File: src/rtl/cfu_requant_pack.sv
// Output stage of the CFU MAC path: TFLite int8 requantization of 32-bit accumulators
// (multiplier/shift, offset, clamp) in a 3-stage pipeline, then packing of four int8 results per word.
module cfu_requant_pack #(
    parameter int LANES   = 4,
    parameter int SHIFT_W = 6
) (
    input  logic               clk,
    input  logic               reset,
    input  logic               cfg_we,
    input  logic [31:0]        cfg_mult,
    input  logic [SHIFT_W-1:0] cfg_shift,
    input  logic [31:0]        cfg_out_offset,
    input  logic [7:0]         cfg_act_min,
    input  logic [7:0]         cfg_act_max,
    input  logic               in_valid,
    output logic               in_ready,
    input  logic [31:0]        in_acc,
    input  logic               flush,
    output logic               out_valid,
    input  logic               out_ready,
    output logic [31:0]        out_data,
    output logic [2:0]         out_count,
    output logic               busy
);
    localparam int LW = $clog2(LANES);

    logic [31:0]               mult_q, offset_q;
    logic signed [SHIFT_W-1:0] shift_q;
    logic [7:0]                min_q, max_q;

    logic                v1, v2, v3;
    logic signed [63:0]  s1_prod;
    logic                s1_sat;
    logic [31:0]         s2_q;
    logic [7:0]          s3_res;
    logic [LW-1:0]       lane_idx;
    logic [8*(LANES-1)-1:0] pk_word;
    logic                flush_pend;

    logic pk_adv, s1_en, s2_en, s3_en, pk_wr, fl_go, pipe_busy;

    // Each stage loads when empty or when the stage downstream moves.
    always_comb begin
        pk_adv    = !out_valid || out_ready;
        s3_en     = !v3 || pk_adv;
        s2_en     = !v2 || s3_en;
        s1_en     = !v1 || s2_en;
        in_ready  = s1_en;
        pk_wr     = v3 && pk_adv;
        pipe_busy = v1 || v2 || v3;
        fl_go     = flush_pend && !pipe_busy && pk_adv;
        busy      = pipe_busy || (lane_idx != '0) || out_valid || flush_pend;
    end

    // S1: pre-shift and 32x32 signed product
    logic [4:0]         lsh;
    logic [31:0]        x;
    logic signed [63:0] prod_c;
    always_comb begin
        lsh    = (shift_q > 0) ? shift_q[4:0] : 5'd0;
        x      = in_acc << lsh;
        prod_c = $signed({{32{x[31]}}, x}) * $signed({{32{mult_q[31]}}, mult_q});
    end

    // S2: saturating rounding doubling high multiply, then rounding right shift
    logic signed [63:0] nudge, sum, sum_adj, r_ext, q64;
    logic [31:0]        r;
    logic [5:0]         rsh;
    logic [63:0]        mask, rem, thr;
    always_comb begin
        nudge   = s1_prod[63] ? (64'sd1 - 64'sd1073741824) : 64'sd1073741824;
        sum     = s1_prod + nudge;
        sum_adj = sum[63] ? (sum + 64'sd2147483647) : sum;
        r       = s1_sat ? 32'h7fff_ffff : sum_adj[62:31];
        rsh     = (shift_q <= 0) ? 6'(-shift_q) : 6'd0;
        mask    = (64'd1 << rsh) - 64'd1;
        r_ext   = $signed({{32{r[31]}}, r});
        rem     = r_ext & mask;
        thr     = (mask >> 1) + {63'd0, r[31]};
        q64     = (r_ext >>> rsh) + ((rem > thr) ? 64'sd1 : 64'sd0);
    end

    // S3: offset and clamp
    logic signed [31:0] y, lo, hi;
    logic [7:0]         res_c;
    always_comb begin
        y  = s2_q + offset_q;
        lo = {{24{min_q[7]}}, min_q};
        hi = {{24{max_q[7]}}, max_q};
        if (y < lo)      res_c = min_q;
        else if (y > hi) res_c = max_q;
        else             res_c = y[7:0];
    end

    logic unused_bits;
    assign unused_bits = ^{sum_adj[63], sum_adj[30:0], q64[63:32]};

    always_ff @(posedge clk) begin
        if (reset) begin
            mult_q   <= 32'h4000_0000;
            shift_q  <= '0;
            offset_q <= '0;
            min_q    <= 8'h80;
            max_q    <= 8'h7f;
        end else if (cfg_we) begin
            mult_q   <= cfg_mult;
            shift_q  <= cfg_shift;
            offset_q <= cfg_out_offset;
            min_q    <= cfg_act_min;
            max_q    <= cfg_act_max;
        end
    end

    always_ff @(posedge clk) begin
        if (reset) begin
            v1 <= 1'b0; v2 <= 1'b0; v3 <= 1'b0;
            s1_prod <= '0; s1_sat <= 1'b0; s2_q <= '0; s3_res <= '0;
        end else begin
            if (s1_en) begin
                v1      <= in_valid;
                s1_prod <= prod_c;
                s1_sat  <= (x == 32'h8000_0000) && (mult_q == 32'h8000_0000);
            end
            if (s2_en) begin
                v2   <= v1;
                s2_q <= q64[31:0];
            end
            if (s3_en) begin
                v3     <= v2;
                s3_res <= res_c;
            end
        end
    end

    always_ff @(posedge clk) begin
        if (reset) begin
            lane_idx   <= '0;
            pk_word    <= '0;
            out_valid  <= 1'b0;
            out_data   <= '0;
            out_count  <= '0;
            flush_pend <= 1'b0;
        end else begin
            if (pk_adv) out_valid <= 1'b0;
            if (pk_wr) begin
                if (lane_idx == LW'(LANES - 1)) begin
                    out_data  <= {s3_res, pk_word};
                    out_count <= 3'(LANES);
                    out_valid <= 1'b1;
                    lane_idx  <= '0;
                    pk_word   <= '0;
                end else begin
                    for (int i = 0; i < LANES - 1; i++)
                        if (lane_idx == LW'(i)) pk_word[i*8 +: 8] <= s3_res;
                    lane_idx <= lane_idx + 1'b1;
                end
            end else if (fl_go && lane_idx != '0) begin
                // Unused upper lanes are already zero in pk_word.
                out_data  <= {8'h00, pk_word};
                out_count <= 3'(lane_idx);
                out_valid <= 1'b1;
                lane_idx  <= '0;
                pk_word   <= '0;
            end
            if (fl_go) flush_pend <= 1'b0;
            if (flush && (pipe_busy || lane_idx != '0 || (in_valid && in_ready)))
                flush_pend <= 1'b1;
        end
    end
endmodule

File: config.mk
export PLATFORM = sky130hd
export DESIGN_NAME = cfu_requant_pack
export DESIGN_NICKNAME = d
export VERILOG_FILES = /design/src/rtl/cfu_requant_pack.sv
export SDC_FILE = /design/constraint.sdc
export NUM_CORES = 2
export LEC_CHECK = 0
export ABC_CLOCK_PERIOD_IN_PS = 13300
export CAP_MARGIN = 20
export CORE_MARGIN = 8
export CORE_UTILIZATION = 50
export DETAILED_ROUTE_END_ITERATION = 7
export PLACE_DENSITY = 0.67
export SLEW_MARGIN = 20
export SYNTH_ARGS = -nofsm -noshare
export SYNTH_HDL_FRONTEND = slang
export SYNTH_SLANG_ARGS = --single-unit
File: constraint.sdc
create_clock -name clk -period 13.3 [get_ports clk]
set_input_delay 2.66 -clock clk [delete_from_list [all_inputs] [get_ports clk]]
set_output_delay 2.66 -clock clk [all_outputs]
set_load 0.05 [all_outputs]
# Yosys cells after proc, flatten, opt, wreduce, memory -nomap -nowiden

Index checks and enable logic that the tools add are counted.
Widths: inputs -> output; s select.

Add/subtract/negate cells: 8
$mul: 1
Div/mod/pow operators: 0
Magnitude comparators: 5
Equality and inequality tests: 9
Shifts and indexed selects: 3
Multiplexer cells: 29
Bitwise gates (word level): 1
Reductions and logical operators: 30

Operator list:

| operator               | number |
|---|---|
| $mux 32                | 4 |
| $mux 24                | 3 |
| $add 63x1->64          | 1 |
| $add 64x64->64         | 1 |
| $and 64x64->64         | 1 |
| $eq 32x32->1 const B   | 2 |
| $gt 64x64->1           | 1 |
| $mul 32x32->64         | 1 |
| $mux 64                | 1 |
| $shl 1x6->64 const A   | 1 |
| $sub 64x1->64 const B  | 1 |
| $add 63x32->63 const B | 1 |
| $mux 63                | 1 |
| $mux 8                 | 5 |
| $add 32x2->32          | 1 |
| $add 32x32->32         | 1 |
| $gt 32x8->1            | 1 |
| $lt 32x8->1            | 1 |
| $shl 32x5->32          | 1 |
| $sshr 32x6->32         | 1 |
| $logic_or 1x1->1       | 10 |
| $mux 3                 | 3 |
| $ne 3x1->1 const B     | 3 |
| $reduce_and 2->1       | 4 |
| other kinds (15)       | 36 |

Flip-flop bits (word level): 257
Bits in latches: 0
Memory bits (writable): 0
Bits in read-only memories: 0
Input port bits: 124
Output and inout port bits: 38
Word-level logic and storage cells: 106
Memories: 0

# Logic depth before layout (Yosys ltp)

Depth after elaboration: 9
Depth in mapped cells: 53
Depth with buffers taken out: 49

# Worst setup path after synthesis

OpenSTA, ideal clock, no wires.

Path kind: input-to-reg
Start point: input in_acc[0]
End point: register s1_prod[61]
Library setup time: 117 ps
Arrival: 11323 ps
Required time: 13183 ps
Path slack: 1861 ps
Stages on the path: 40
Buffers on the path: 2
Cell sequence: mux2i_1 > mux2i_1 > a21oi_1 > a21oi_1 > and2_1 > clkbuf_1 > clkbuf_1 > nand2_1 > fa_1 > inv_1 > fa_1 > fa_1 > inv_1 > fa_1 > inv_1 > fa_1 > inv_1 > fa_1 > [4 not listed] > o21a_1 > o21ai_0 > a21boi_0 > o22ai_1 > a311oi_1 > o21ai_0 > a31oi_1 > nand4_1 > a31oi_1 > and4_1 > o21ba_2 > a221o_1 > a21oi_1 > o31ai_1 > a21o_1 > a31oi_1 > xnor2_1 > a22o_1

Cells in the longest elaborated chain, start to end: 2

Ends and longest elaborated chain:

| element              | line | text |
|---|---|---|
| from (decl)          | 17   | `input logic [31:0] in_acc,` |
| $shl 32x5->32        | 61   | `x = in_acc << lsh;` |
| $mul 32x32->64       | 62   | `prod_c = $signed({{32{x[31]}}, x}) * $signed({{32{mult_q[31]}}, mult_q});` |
| to (signal assigned) | 121  | `s1_prod <= prod_c;` |
| to (decl)            | 32   | `logic signed [63:0] s1_prod;` |

Every way passes these cells.
A chain may end at the register's enable or synchronous reset.

# Worst setup path after layout

Start point: input in_acc[0]
End point: register s1_prod[62]

The elaborated chain is that of the path after synthesis.

==> impl_metrics.env <==
export IMPL_status="finished, final reports clean"
export IMPL_end_kind="flop"
export IMPL_critical_path_arrival_ps=13110
export IMPL_cts_root_buffer="clkbuf_16"
export IMPL_h_tree_depth=2
export IMPL_rsz0062_at_grt="false"
export IMPL_routed_wirelength_um=184000
export IMPL_post_route_util=0.542
export IMPL_min_from="out_data[17]"
export IMPL_grt_first_pass_wirelength_um=295000
export IMPL_path_max_fanout=29
export IMPL_routabilityCongestion=0.983
export IMPL_grt_max_degree=74
export IMPL_area_growth_pct=7.79
export IMPL_netlist_instances=7218
export IMPL_drv_slew=0
export IMPL_finalCritPeriodShare=0.950
export IMPL_post_route_min_period_ps=12630
export IMPL_whs_ps=455
export IMPL_yosys_warnings=0
export IMPL_initial_utilization=0.503
export IMPL_maxSlewHeadroom=0.256
export IMPL_synthArstFlopShare=0
export IMPL_cap_violations=0
export IMPL_synth_seq_cells=257
export IMPL_dieHeight_um=363
export IMPL_cts_sinks=257
export IMPL_nets=8766
export IMPL_yosys_top_cells_area="fa_1 36%, dfxtp_1 8.6%, ha_1 8.0%, inv_1 7.0%, nand2_1 6.6%"
export IMPL_hold_viol_final=0
export IMPL_ctsHoldBuffers=0
export IMPL_yosys_most_used_dff="dfxtp_1"
export IMPL_tightestPinTransition_ps=1120
export IMPL_synth_top_area_share=0.361
export IMPL_ant_nets=0
export IMPL_cp_start_kind="primary input"
export IMPL_core_sq_um=119000
export IMPL_holdPathStages=2
export IMPL_drcViolationCount=0
export IMPL_grt_pass1_vias=52500
export IMPL_critPathRequiredTime_ps=13770
export IMPL_first_iter_violations=4121
export IMPL_yosysSeqAreaShare=0.0857
export IMPL_synth_area_sq_um=60100
export IMPL_grt_usage=0.280
export IMPL_synth_area_per_cell_sq_um=8.32
export IMPL_vias=50700
export IMPL_synth_top_cell_by_area="fa_1"
export IMPL_clk_latency_ps=610
export IMPL_cts_tree="built"
export IMPL_finalClockSkew_ps=46.1
export IMPL_r2r_end="s1_prod[63]"
export IMPL_cp_slowest_cell="fa_1"
export IMPL_setup_tns_final_ps=0
export IMPL_crit_top_cell="fa_1"
export IMPL_chipWidth_um=363
export IMPL_regToRegStartpoint="shift_q[0]"
export IMPL_grt_ovfl_total=0
export IMPL_port_buffers=161
export IMPL_slowest_delay_ps=550
export IMPL_routedWlPerCell_um=20.8
export IMPL_ios=162
export IMPL_critPathKind="primary input to flop"
export IMPL_hp_class="flop to flop"
export IMPL_setup_viol=0
export IMPL_holdPathEnd="out_data[17]"
export IMPL_dieArea_sq_um=131000
export IMPL_rr_worst_depth=46
export IMPL_rows=127
export IMPL_first_pass_iters=6
export IMPL_antenna_found_initial=2
export IMPL_vias_per_cell=5.75
export IMPL_synth_edf_count=0
export IMPL_numCtsBuffers=35
export IMPL_clkSlewWorstSetupHoldPaths_ps=70
export IMPL_fmax_mhz=79.1
export IMPL_cts_path_max_buffers=3
export IMPL_r2r_slack_ps=900
export IMPL_drive_above_1_share=0.0476
export IMPL_place_hpwl_um=148000
export IMPL_ys_types=106
-- area by class of cell --
cell class | count | area, sq um
Antenna cell | 1 | 2.50
Clock buffer | 51 | 996
Clock inverter | 12 | 143
Fill cell | 11300 | 54800
Inverter | 1129 | 4240
Multi-Input combinational cell | 5434 | 49300
Sequential cell | 257 | 5150
Tap cell | 1612 | 2020
Timing Repair Buffer | 316 | 2880
-- critical path: cells and delay by family --
family          cells  cell delay, ps
fa+ha+maj           9            4210
buf+inv            10            1900
simple gates        4             780
compound gates     12            2820
mux                 3             710
-- cell usage in the layout, fill, tap and decap left out, types with 20 or more instances in the layout --
master / synthesis / layout
a211oi_1: 61 / 59
a21o_1: 88 / 88
a21oi_1: 306 / 305
a22oi_1: 48 / 48
a31oi_1: 39 / 39
and2_1: 375 / 375
and3_1: 64 / 63
buf_4: 2 / 147
clkbuf_16: 0 / 35
clkdlybuf4s50_1: 0 / 159
dfxtp_1: 257 / 249
fa_1: 1083 / 1083
ha_1: 386 / 386
inv_1: 1126 / 1126
mux2i_1: 176 / 175
nand2_1: 1060 / 1060
nand2b_1: 65 / 64
nand3_1: 118 / 118
nand4_1: 83 / 83
nor2_1: 431 / 417
nor2b_1: 65 / 62
nor3_1: 89 / 88
nor4_1: 49 / 48
o211ai_1: 27 / 27
o21a_1: 36 / 36
o21ai_0: 167 / 167
o22ai_1: 24 / 20
or2_2: 25 / 25
or3_1: 28 / 28
xnor2_1: 140 / 140
xor2_1: 61 / 61
-- state kept, by name, indices dropped and copies added (netlist names) --
signal      count
v1              1
s1_prod        64
pk_word        24
offset_q       32
v3              1
s2_q           32
out_valid       1
lane_idx        2
out_data       32
v2              1
max_q           8
mult_q         32
out_count       3
s3_res          8
flush_pend      1
min_q           8
s1_sat          1
shift_q         6
-- worst max-delay path by stage --
stage / endpoint / start / slack, ps / depth (start not counted)
finish: s1_prod[62] / in_acc[0] / 670 / 38
global route: s1_prod[62] / in_acc[22] / 8 / 38
CTS: s1_prod[62] / in_acc[0] / 710 / 38
detailed placement: s1_prod[62] / in_acc[0] / 140 / 38
global placement: s1_prod[62] / in_acc[0] / 250 / 38
floorplan: s1_prod[61] / in_acc[0] / 1860 / 40
-- kinds of logic after synthesis --
kind of cell / after synthesis / share of synthesized area
buffers and inverters: 1536 / 0.0967
xor gates and xnor gates: 203 / 0.0299
and+or+nand+nor: 2536 / 0.202
muxes: 181 / 0.0303
adders and majority gates: 1469 / 0.441
AOI/OAI and AO/OA: 1034 / 0.114
other: 2 / 0.000125
DFF: 257 / 0.0857
-- synth_stat cells, types with 22 or more instances --
master,count
a211oi_1,61
a21o_1,88
a21oi_1,306
a22oi_1,48
a31oi_1,39
and2_1,375
and3_1,64
buf_1,24
clkbuf_1,360
dfxtp_1,257
fa_1,1083
ha_1,386
inv_1,1126
mux2i_1,176
nand2_1,1060
nand2b_1,65
nand3_1,118
nand4_1,83
nor2_1,431
nor2b_1,65
nor3_1,89
nor4_1,49
o211ai_1,27
o21a_1,36
o21ai_0,167
o21ai_1,22
o22ai_1,24
or2_2,25
or3_1,28
xnor2_1,140
xor2_1,61
-- layer usage --
layer | GRT usage | up-vias | share of wire | routed length, um
li1 | - | 23000 | - | -
met1 | 0.368 | 25500 | 0.42 | 76700
met2 | 0.472 | 1855 | 0.47 | 86700
met3 | 0.0425 | 383 | 0.071 | 13000
met4 | 0.0937 | 0 | 0.040 | 7280
met5 | 0 | - | 0 | 0
-- repair_timing --
| action | CTS | global route |
|---|---|---|
| endpoints found under the setup margin | 0 | 5 |
| buffers inserted | 0 | 0 |
| resized for setup | 0 | 2 |
| endpoints found under the hold margin | 0 | 0 |
-- metrics by stage --
stage / std cells / worst slack (ps) / instance area, sq um
floorplan: 7227 / 1860 / 60100
global placement: 8748 / 252 / 63600
detailed placement: 8748 / 140 / 63600
CTS: 8811 / 712 / 64700
global route: 8811 / 8.35 / 64700
finish: 8812 / 665 / 64700
Power is not shown: default switching activity piles up to over one toggle a cycle in this logic, so the estimate is an artifact.
